<file path="src/rtl/seg_led_pkg.sv">
`timescale 1ns/1ps
// Shared constants for the six-digit clock display: active-low segment
// patterns in {dp,g,f,e,d,c,b,a} order and default 50 MHz timing divisors.
package seg_led_pkg;

  typedef logic [7:0] seg_pattern_t;

  localparam logic [25:0] DEFAULT_MAX_NUM  = 26'd500_000;
  localparam logic [15:0] DEFAULT_SCAN_NUM = 16'd50_000;

  localparam seg_pattern_t SEG_0       = 8'hC0;
  localparam seg_pattern_t SEG_1       = 8'hF9;
  localparam seg_pattern_t SEG_2       = 8'hA4;
  localparam seg_pattern_t SEG_3       = 8'hB0;
  localparam seg_pattern_t SEG_4       = 8'h99;
  localparam seg_pattern_t SEG_5       = 8'h92;
  localparam seg_pattern_t SEG_6       = 8'h82;
  localparam seg_pattern_t SEG_7       = 8'hF8;
  localparam seg_pattern_t SEG_8       = 8'h80;
  localparam seg_pattern_t SEG_9       = 8'h90;
  localparam seg_pattern_t SEG_BLANK   = 8'hFF;
  localparam seg_pattern_t SEG_DP_MASK = 8'h7F;

  function automatic seg_pattern_t seg_decode(input logic [3:0] digit);
    case (digit)
      4'd0:    return SEG_0;
      4'd1:    return SEG_1;
      4'd2:    return SEG_2;
      4'd3:    return SEG_3;
      4'd4:    return SEG_4;
      4'd5:    return SEG_5;
      4'd6:    return SEG_6;
      4'd7:    return SEG_7;
      4'd8:    return SEG_8;
      4'd9:    return SEG_9;
      default: return SEG_BLANK;
    endcase
  endfunction

endpackage

</file>
<file path="src/rtl/seg_scan_driver.sv">
`timescale 1ns/1ps
// Multiplexes six BCD digits onto a common-anode display, one digit per
// scan step, with registered select and segment outputs.
module seg_scan_driver
  import seg_led_pkg::*;
#(
  parameter logic [15:0] SCAN_NUM = DEFAULT_SCAN_NUM
) (
  input  logic        clk,
  input  logic        rst,
  input  logic [23:0] digits,
  output logic [5:0]  seg_sel,
  output logic [7:0]  seg_led
);

  logic [15:0] scan_cnt;
  logic [2:0]  idx;
  logic [3:0]  digit;
  logic        dp_on;

  // Index 0 is the leftmost digit, held in the top nibble of digits.
  always_comb begin
    digit = digits[3:0];
    case (idx)
      3'd0:    digit = digits[23:20];
      3'd1:    digit = digits[19:16];
      3'd2:    digit = digits[15:12];
      3'd3:    digit = digits[11:8];
      3'd4:    digit = digits[7:4];
      default: digit = digits[3:0];
    endcase
  end

  assign dp_on = (idx == 3'd1) || (idx == 3'd3);

  always_ff @(posedge clk or posedge rst) begin
    if (rst) begin
      scan_cnt <= '0;
      idx      <= '0;
      seg_sel  <= 6'b111111;
      seg_led  <= SEG_BLANK;
    end else begin
      if (scan_cnt == SCAN_NUM - 16'd1) begin
        scan_cnt <= '0;
        idx      <= (idx == 3'd5) ? 3'd0 : idx + 3'd1;
      end else begin
        scan_cnt <= scan_cnt + 16'd1;
      end
      seg_sel <= ~(6'b100000 >> idx);
      seg_led <= dp_on ? (seg_decode(digit) & SEG_DP_MASK) : seg_decode(digit);
    end
  end

endmodule

</file>
<file path="src/rtl/seg_led_top.sv">
`timescale 1ns/1ps
// Free-running HH:MM:SS clock on a 10 ms time base, shown on a six-digit
// multiplexed seven-segment display. No set or pause controls.
module seg_led_top
  import seg_led_pkg::*;
#(
  parameter logic [25:0] MAX_NUM  = DEFAULT_MAX_NUM,
  parameter logic [15:0] SCAN_NUM = DEFAULT_SCAN_NUM
) (
  input  logic       sys_clk,
  input  logic       sys_rst_n,
  output logic [5:0] seg_sel,
  output logic [7:0] seg_led
);

  logic [25:0] cnt;
  logic        tick;
  logic [6:0]  cs, cs_n;
  logic [3:0]  sec_t, sec_u, min_t, min_u, hr_t, hr_u;
  logic [3:0]  sec_t_n, sec_u_n, min_t_n, min_u_n, hr_t_n, hr_u_n;
  logic        sec_carry, min_carry, hr_carry;

  assign tick = (cnt == MAX_NUM - 26'd1);

  always_ff @(posedge sys_clk or posedge sys_rst_n) begin
    if (sys_rst_n)  cnt <= '0;
    else if (tick)  cnt <= '0;
    else            cnt <= cnt + 26'd1;
  end

  // Carries ripple through every field within the same cycle as the tick.
  always_comb begin
    cs_n      = cs;
    sec_t_n   = sec_t;
    sec_u_n   = sec_u;
    min_t_n   = min_t;
    min_u_n   = min_u;
    hr_t_n    = hr_t;
    hr_u_n    = hr_u;
    sec_carry = 1'b0;
    min_carry = 1'b0;
    hr_carry  = 1'b0;
    if (tick) begin
      if (cs == 7'd99) begin
        cs_n      = '0;
        sec_carry = 1'b1;
      end else begin
        cs_n = cs + 7'd1;
      end
    end
    if (sec_carry) begin
      if (sec_u == 4'd9) begin
        sec_u_n = '0;
        if (sec_t == 4'd5) begin
          sec_t_n   = '0;
          min_carry = 1'b1;
        end else begin
          sec_t_n = sec_t + 4'd1;
        end
      end else begin
        sec_u_n = sec_u + 4'd1;
      end
    end
    if (min_carry) begin
      if (min_u == 4'd9) begin
        min_u_n = '0;
        if (min_t == 4'd5) begin
          min_t_n  = '0;
          hr_carry = 1'b1;
        end else begin
          min_t_n = min_t + 4'd1;
        end
      end else begin
        min_u_n = min_u + 4'd1;
      end
    end
    if (hr_carry) begin
      if (hr_t == 4'd2 && hr_u == 4'd3) begin
        hr_t_n = '0;
        hr_u_n = '0;
      end else if (hr_u == 4'd9) begin
        hr_u_n = '0;
        hr_t_n = hr_t + 4'd1;
      end else begin
        hr_u_n = hr_u + 4'd1;
      end
    end
  end

  always_ff @(posedge sys_clk or posedge sys_rst_n) begin
    if (sys_rst_n) begin
      cs    <= '0;
      sec_t <= '0;
      sec_u <= '0;
      min_t <= '0;
      min_u <= '0;
      hr_t  <= '0;
      hr_u  <= '0;
    end else begin
      cs    <= cs_n;
      sec_t <= sec_t_n;
      sec_u <= sec_u_n;
      min_t <= min_t_n;
      min_u <= min_u_n;
      hr_t  <= hr_t_n;
      hr_u  <= hr_u_n;
    end
  end

  seg_scan_driver #(
    .SCAN_NUM (SCAN_NUM)
  ) u_scan (
    .clk     (sys_clk),
    .rst     (sys_rst_n),
    .digits  ({hr_t, hr_u, min_t, min_u, sec_t, sec_u}),
    .seg_sel (seg_sel),
    .seg_led (seg_led)
  );

endmodule

</file>
<file path="config.mk">
export PLATFORM = sky130hd
export DESIGN_NAME = seg_led_top
export DESIGN_NICKNAME = d
export VERILOG_FILES = /design/src/rtl/seg_led_pkg.sv /design/src/rtl/seg_scan_driver.sv /design/src/rtl/seg_led_top.sv
export SDC_FILE = /design/constraint.sdc
export NUM_CORES = 1
export LEC_CHECK = 0
export ABC_AREA = 1
export BUFFER_PORTS_ARGS = -buffer_cell sky130_fd_sc_hd__buf_4
export CAP_MARGIN = 20
export CORE_UTILIZATION = 56
export DETAILED_ROUTE_END_ITERATION = 8
export PLACE_DENSITY = 0.8
export SLEW_MARGIN = 20
export SYNTH_ARGS = -nofsm -noshare
export SYNTH_HDL_FRONTEND = slang
export SYNTH_SLANG_ARGS = --single-unit
</file>
<file path="constraint.sdc">
create_clock -name sys_clk -period 2.1 [get_ports sys_clk]
set_input_delay 0 -clock sys_clk [delete_from_list [all_inputs] [get_ports sys_clk]]
set_output_delay 0 -clock sys_clk [all_outputs]
set_load 0.01 [all_outputs]
</file>
* Word-level counts from Yosys, hierarchy flattened *
Memory sizes are Yosys's and may differ from the RTL's.
Cells that the tools add are included.

storage, ports and cells
  register bits after elaboration = 90
  ROM bits = 224
  input bits = 2
  output and inout port bits = 14
  word-level logic and storage cells = 70
  memories kept = 2

operators by class
  $add $sub $neg = 10
  equality and inequality tests = 15
  shifts and indexed selects = 1
  multiplexer cells = 22
  bitwise gates (word level) = 1
  reduce and logical (&&, ||, !) cells = 7

memory list
  name             depth  width  read ports  clocked after memory_dff  write ports  line               RTL
  (no name shown)  16     7      1           0                         0            seg_led_pkg.sv:25  case (digit)
  (no name shown)  16     7      1           0                         0            seg_led_pkg.sv:25

operator list
  cell                                               number
  two-way mux 4 bit                                  8
  adder 26 x 1 -> 26 bit (second input constant)     1
  == test 26 x 19 -> 1 bit (second input constant)   1
  two-way mux 26 bit                                 1
  adder 4 x 1 -> 4 bit (second input constant)       6
  case mux 4 bit (5 select lines)                    1
  adder 16 x 1 -> 16 bit (second input constant)     1
  == test 16 bit (second input constant)             1
  two-way mux 16 bit                                 1
  == test 4 bit (second input constant)              3
  == test 4 x 2 -> 1 bit (second input constant)     2
  == test 4 x 3 -> 1 bit (second input constant)     2
  two-way mux 1 bit                                  8
  two-way mux 8 bit                                  1
  adder 7 x 1 -> 7 bit (second input constant)       1
  == test 7 bit (second input constant)              1
  two-way mux 7 bit                                  1
  == test 3 x 2 -> 1 bit (second input constant)     2
  == test 3 bit (second input constant)              2
  NOT 6 bit                                          1
  AND reduction 2 bit                                3
  right shift 6 x 3 -> 6 bit (first input constant)  1
  adder 3 x 1 -> 3 bit (second input constant)       1
  == test 3 x 1 -> 1 bit (second input constant)     1
  other kinds (5)                                    5

* Longest topological paths before layout *
  word-level depth = 6
  mapped depth = 16
  depth with buffers taken out = 15

* By module *
From an unflattened synthesis, not the netlist that was laid out.

unflattened totals
  cells, all modules = 657
  area, all modules = 5265.0 um^2

modules (own cells, without submodules)
  module           times used  cells an instance  area each (um^2)  sequential area each (um^2)
  seg_led_top      1           435                3387.0            1426.4
  seg_scan_driver  1           222                1878.1            843.3

* Worst setup path before layout *
Ideal clock, no wire load.

  path type = reg-to-reg
  from = register u_scan.idx[2]
  to = register u_scan.seg_led[3]
  setup time = 0.077 ns
  data arrival time = 1.853 ns
  setup slack = 0.170 ns
  stages on the path, launching flop included = 16
  buffers on the path = 1
  period minus slack after synthesis = 1.930 ns
  path through = dfrtp_1 > buf_2 > inv_2 > ha_1 > inv_1 > nand2_1 > inv_2 > nand2_2 > nor2_1 > nor2_2 > inv_1 > ha_1 > nand3_1 > nand2_1 > nand2_1 > nand2_1

on the way
  cells in the longest elaborated chain, start to end = 4
  elaborated cells on any way between the ends = 10

RTL lines
  what                                   line                   RTL
  start: declaration                     seg_scan_driver.sv:17  logic [2:0] idx;
  start signal: assignment               seg_scan_driver.sv:45  idx <= (idx == 3'd5) ? 3'd0 : idx + 3'd1;
  == test 3 bit (tied with other cells)  seg_scan_driver.sv:24  case (idx)
  case mux 4 bit (5 select lines)        seg_scan_driver.sv:24
  memory (16 x 7 bit)                    n/a
  two-way mux 8 bit (*)                  seg_scan_driver.sv:50  seg_led <= dp_on ? (seg_decode(digit) & SEG_DP_MASK) : seg_decode(digit);
  end signal: assignment                 seg_scan_driver.sv:50
  end: declaration                       seg_scan_driver.sv:13  output logic [7:0] seg_led

Every way passes the cells marked *; elsewhere a longest branch is shown, timed or not.
A chain may end at the register's enable or synchronous reset.

* Worst setup path after layout *
  from = register u_scan.idx[0]
  to = register u_scan.seg_led[6]

The elaborated chain is that of the path after synthesis.

==> results.md <==
* Final Setup Violations at 0
* Total CTS buffers at 9
* Synth Cell Area at between 5000 and 6000 µm²
* CP required at around 2.4 ns
* Sw power at 0.673 mW
* Leakage at 2.79 nW
* Drt drc at 0
* Max Fanout on Critical Path at 6
* Clock buffer depth at 2
* Grt ovf at 0
* Fin Clk Skew at ~0.013 ns
* Crit path cell chain: nand2_1, inv_1, ha_1, inv_1, nand2_1, inv_2, nand2_2, nor2_1, nor2_4, inv_1, ha_1, nand3_1, nand2_1, nand2_1, nand2_1
* # nets final at 690
* WP data arrival at ~2.3 ns
* Placer Congestion at between 0.9 and 1
* Post-synth top flop: dfrtp_1
* Syn Area/Cell at 7.79 µm²
* Site Rows at 34
* Mean routed wirelength per cell at 13.1 µm
* Asr flop ratio synth at between 90% and 100%
* Xor/xnor share of the synthesized area at 5.95%
* Fraction of the mapped netlist area in compound gates at 5.88%
* Min Hold Slack at 0.290 ns
* Share of the synthesized area in the top cell type at 38.0%
* Post-synthesis mux area share at 0%
* Antenna violations before repair at 0
* Max-slew violations at 0
* Cell mode on critical path: nand2_1
* Core Footprint at 8680 µm²
* Power Density at around 520 nW/µm²
* Critical setup path kind: reg -> reg
* Synth Area in Adders at 2.75%
* Maxcap violations at 0
* Syn Nets at between 600 and 700
* Synth warn at 0
* DRT iter0 DRCs at 188
* CP Capture Type: flop
* Outcome: finished, final reports clean
* Fin crit period at approximately 2.0 ns
* Die Height at 96.5 µm
* Fin util at 64.2%
* Peak supply drop at around 0.40 mV
* Vias at around 4,200
* CTS tree: built
* Least-Margin Pin Slew at about 0.7 ns
* Switching Share at 23.3%
* Syn-to-layout area delta at 11.4%
* Register bit total from synthesis at 90
* Global-route wire length before repair at 16.9 mm
* DRT antenna net count at 0
* Die area at just over 9000 µm²
* Synth Instances at 642
* Number of synthesized flops with an enable pin at 0
* DIE WIDTH at 96.5 µm
* Distinct cells, synth at 36
* Total track usage at a little under a quarter
* Largest net degree at the start of global routing at 32
* Top cells by area, synth: dfrtp_1, nand2_1, inv_1
* Top Ports at 16
* Clk pin slew, worst setup/hold paths at around 0.090 ns
* Starting density of the core at 57.6%
* Hold Fails Final Rpt at 0
* Htree depth at 3
* Startpoint types: flop
* Later-pin clock latency in the skew report at around 0.37 ns
* CP max stage delay at about 0.40 ns
* Tcrit/Tclk final at a little over nine tenths
* Comb power frac at 1.5%
* CTS sink count at 90
* Crit path max-delay cell type: dfrtp_1
* Max frequency at 0.503 GHz
* Seq pwr share at 60.0%
* Vias in the first global route at 3,894
* Max-slew headroom at between 50% and 60%
* Buffers on Ports at 15
* Root Driver: clkbuf_8
* Detailed Routing Iterations Pass 1 at 5
* Via/cell ratio at 5.31
* Clock Power Share at 38.5%
* Worst Hold Class: in -> async
* Largest family of logic cells by synthesized area: simple AND/OR/NAND/NOR gates
* WL final at approximately 10 mm
* Simple-gate portion of the synthesized area at 30.6%
* Internal power at 2.22 mW
* Number of fill cells at between 700 and 800
* HPWL after detailed placement at between 7 and 8 mm
* Leading area contributor after synthesis: dfrtp_1
* Ant diodes at 0
* Share of layout cells above drive strength 1 at 13.3%
* Post-synthesis sequential area ratio at 45.4%
==> worst max-delay path, delay by kind of cell (launching register included) <==
family,cells,cell delay (ns)
buf+inv,4,0.37
fa+ha+maj,2,0.40
simple gates,9,0.78
flops,1,0.40
==> per-stage QoR <==
| step | power, mW | cell area (µm²) | cells | TNS [ns] | setup slack, ns |
|---|---|---|---|---|---|
| 6_report | 2.89 | 5570 | 790 | 0 | 0.114 |
| 5_1_grt | 2.99 | 5570 | 790 | -0.0965 | -0.0257 |
| 4_1_cts | 2.92 | 5500 | 786 | 0 | 0.0629 |
| 3_5_place_dp | 1.81 | 5310 | 769 | 0 | 0.0877 |
| 3_3_place_gp | 1.81 | 5310 | 769 | 0 | 0.181 |
| 2_1_floorplan | 1.79 | 5010 | 642 | 0 | 0.170 |
==> power by group through the flow <==
stage	combinational, mW	sequential (mW)	clock (mW)
finish	0.0447	1.73	1.11
global route	0.0541	1.73	1.21
CTS	0.0484	1.73	1.14
detailed placement	0.0465	1.77	0
global placement	0.0459	1.77	0
floorplan	0.0254	1.77	0
==> area by class of cell <==
class,count,area (µm²),area share (%)
repair buffers,29,258,4.63
inverters,116,439,7.88
flip-flops and latches,90,2270,40.7
multi-input cells,431,2290,41.0
well taps,108,135,2.43
clock buffers,10,138,2.47
clock inverters,6,46.3,0.831
==> synthesized netlist by cell type, types with 2 or more instances <==
| cell | n |
|---|---|
| nand2_1 | 138 |
| inv_1 | 109 |
| dfrtp_1 | 76 |
| nor2_1 | 73 |
| nand3_1 | 51 |
| o21ai_0 | 41 |
| xor2_1 | 30 |
| nand4_1 | 21 |
| dfstp_2 | 14 |
| ha_1 | 11 |
| nor3_1 | 11 |
| a21oi_1 | 9 |
| nor2_2 | 8 |
| nand2_2 | 7 |
| nor4_1 | 7 |
| inv_2 | 6 |
| xnor2_1 | 4 |
| nand3_4 | 3 |
| buf_4 | 2 |
| nand3b_1 | 2 |
| o21ai_1 | 2 |
| o22ai_1 | 2 |
| o31ai_1 | 2 |
==> repair_timing <==
action / CTS / global route
resized for setup: 0 / 5
hold buffers: 1 / 0
setup endpoints to repair: 0 / 15
setup buffers: 0 / 4
hold endpoints to repair: 27 / 0
==> metal layers <==
layer | vias up | wire length [µm] | global-route usage [%] | part of all wire [%]
met5 | - | 0 | 0 | 0
li1 | 2098 | - | - | -
met1 | 1971 | 4490 | 28.3 | 43
met3 | 30 | 425 | 5.71 | 4.1
met4 | 0 | 271 | 10.2 | 2.6
met2 | 93 | 5190 | 40.4 | 50
==> registers in the layout, indices dropped and copies added (netlist names) <==
signal	flops
cnt	26
cs	7
hr_t	4
hr_u	4
min_t	4
min_u	4
sec_t	4
sec_u	4
u_scan.idx	3
u_scan.scan_cnt	16
u_scan.seg_led	8
u_scan.seg_sel	6
==> cell usage in the layout, fill, tap and decap left out, types with 2 or more instances in the layout <==
cell type and instances:
inv_1 108, inv_2 6, buf_12 3, o31ai_1 2, nor4_1 7, o21ai_0 41
o21ai_1 2, ha_1 9, nand2_1 138, nor2_2 7, buf_4 25, clkinvlp_4 3
nand3_4 3, nor2_4 3, nand3_1 51, nand2_2 7, inv_6 3, dfrtp_1 76
nand3b_1 2, a21oi_1 9, o22ai_1 2, nand4_1 21, nor3_1 11, clkbuf_8 10
xnor2_1 4, xor2_1 30, nor2_1 72, dfstp_2 14
==> kinds of logic after synthesis <==
family          Yosys count
compound gates           57
xor+xnor                 34
fa+ha+maj                11
buf+inv                 121
flops                    90
simple gates            329
==> worst paths after layout <==
path                       cells past startpoint  slack (ns)                             to                          from
hold reg to reg                                1        0.47   u_scan.scan_cnt[0]$_DFF_PP0_  u_scan.scan_cnt[0]$_DFF_PP0_
hold / removal                                 3        0.29  u_scan.scan_cnt[15]$_DFF_PP0_                     sys_rst_n
setup reg to reg                              15        0.11    u_scan.seg_led[6]$_DFF_PP1_     u_scan.idx[0]$_DFFE_PP0N_
setup / recovery                              15        0.11    u_scan.seg_led[6]$_DFF_PP1_     u_scan.idx[0]$_DFFE_PP0N_
min in group sys_clk                           1        0.47   u_scan.scan_cnt[0]$_DFF_PP0_  u_scan.scan_cnt[0]$_DFF_PP0_
max in group asynchronous                      4        1.16    u_scan.seg_sel[5]$_DFF_PP1_                     sys_rst_n
No activity file was read; power rests on OpenSTA's default activity.
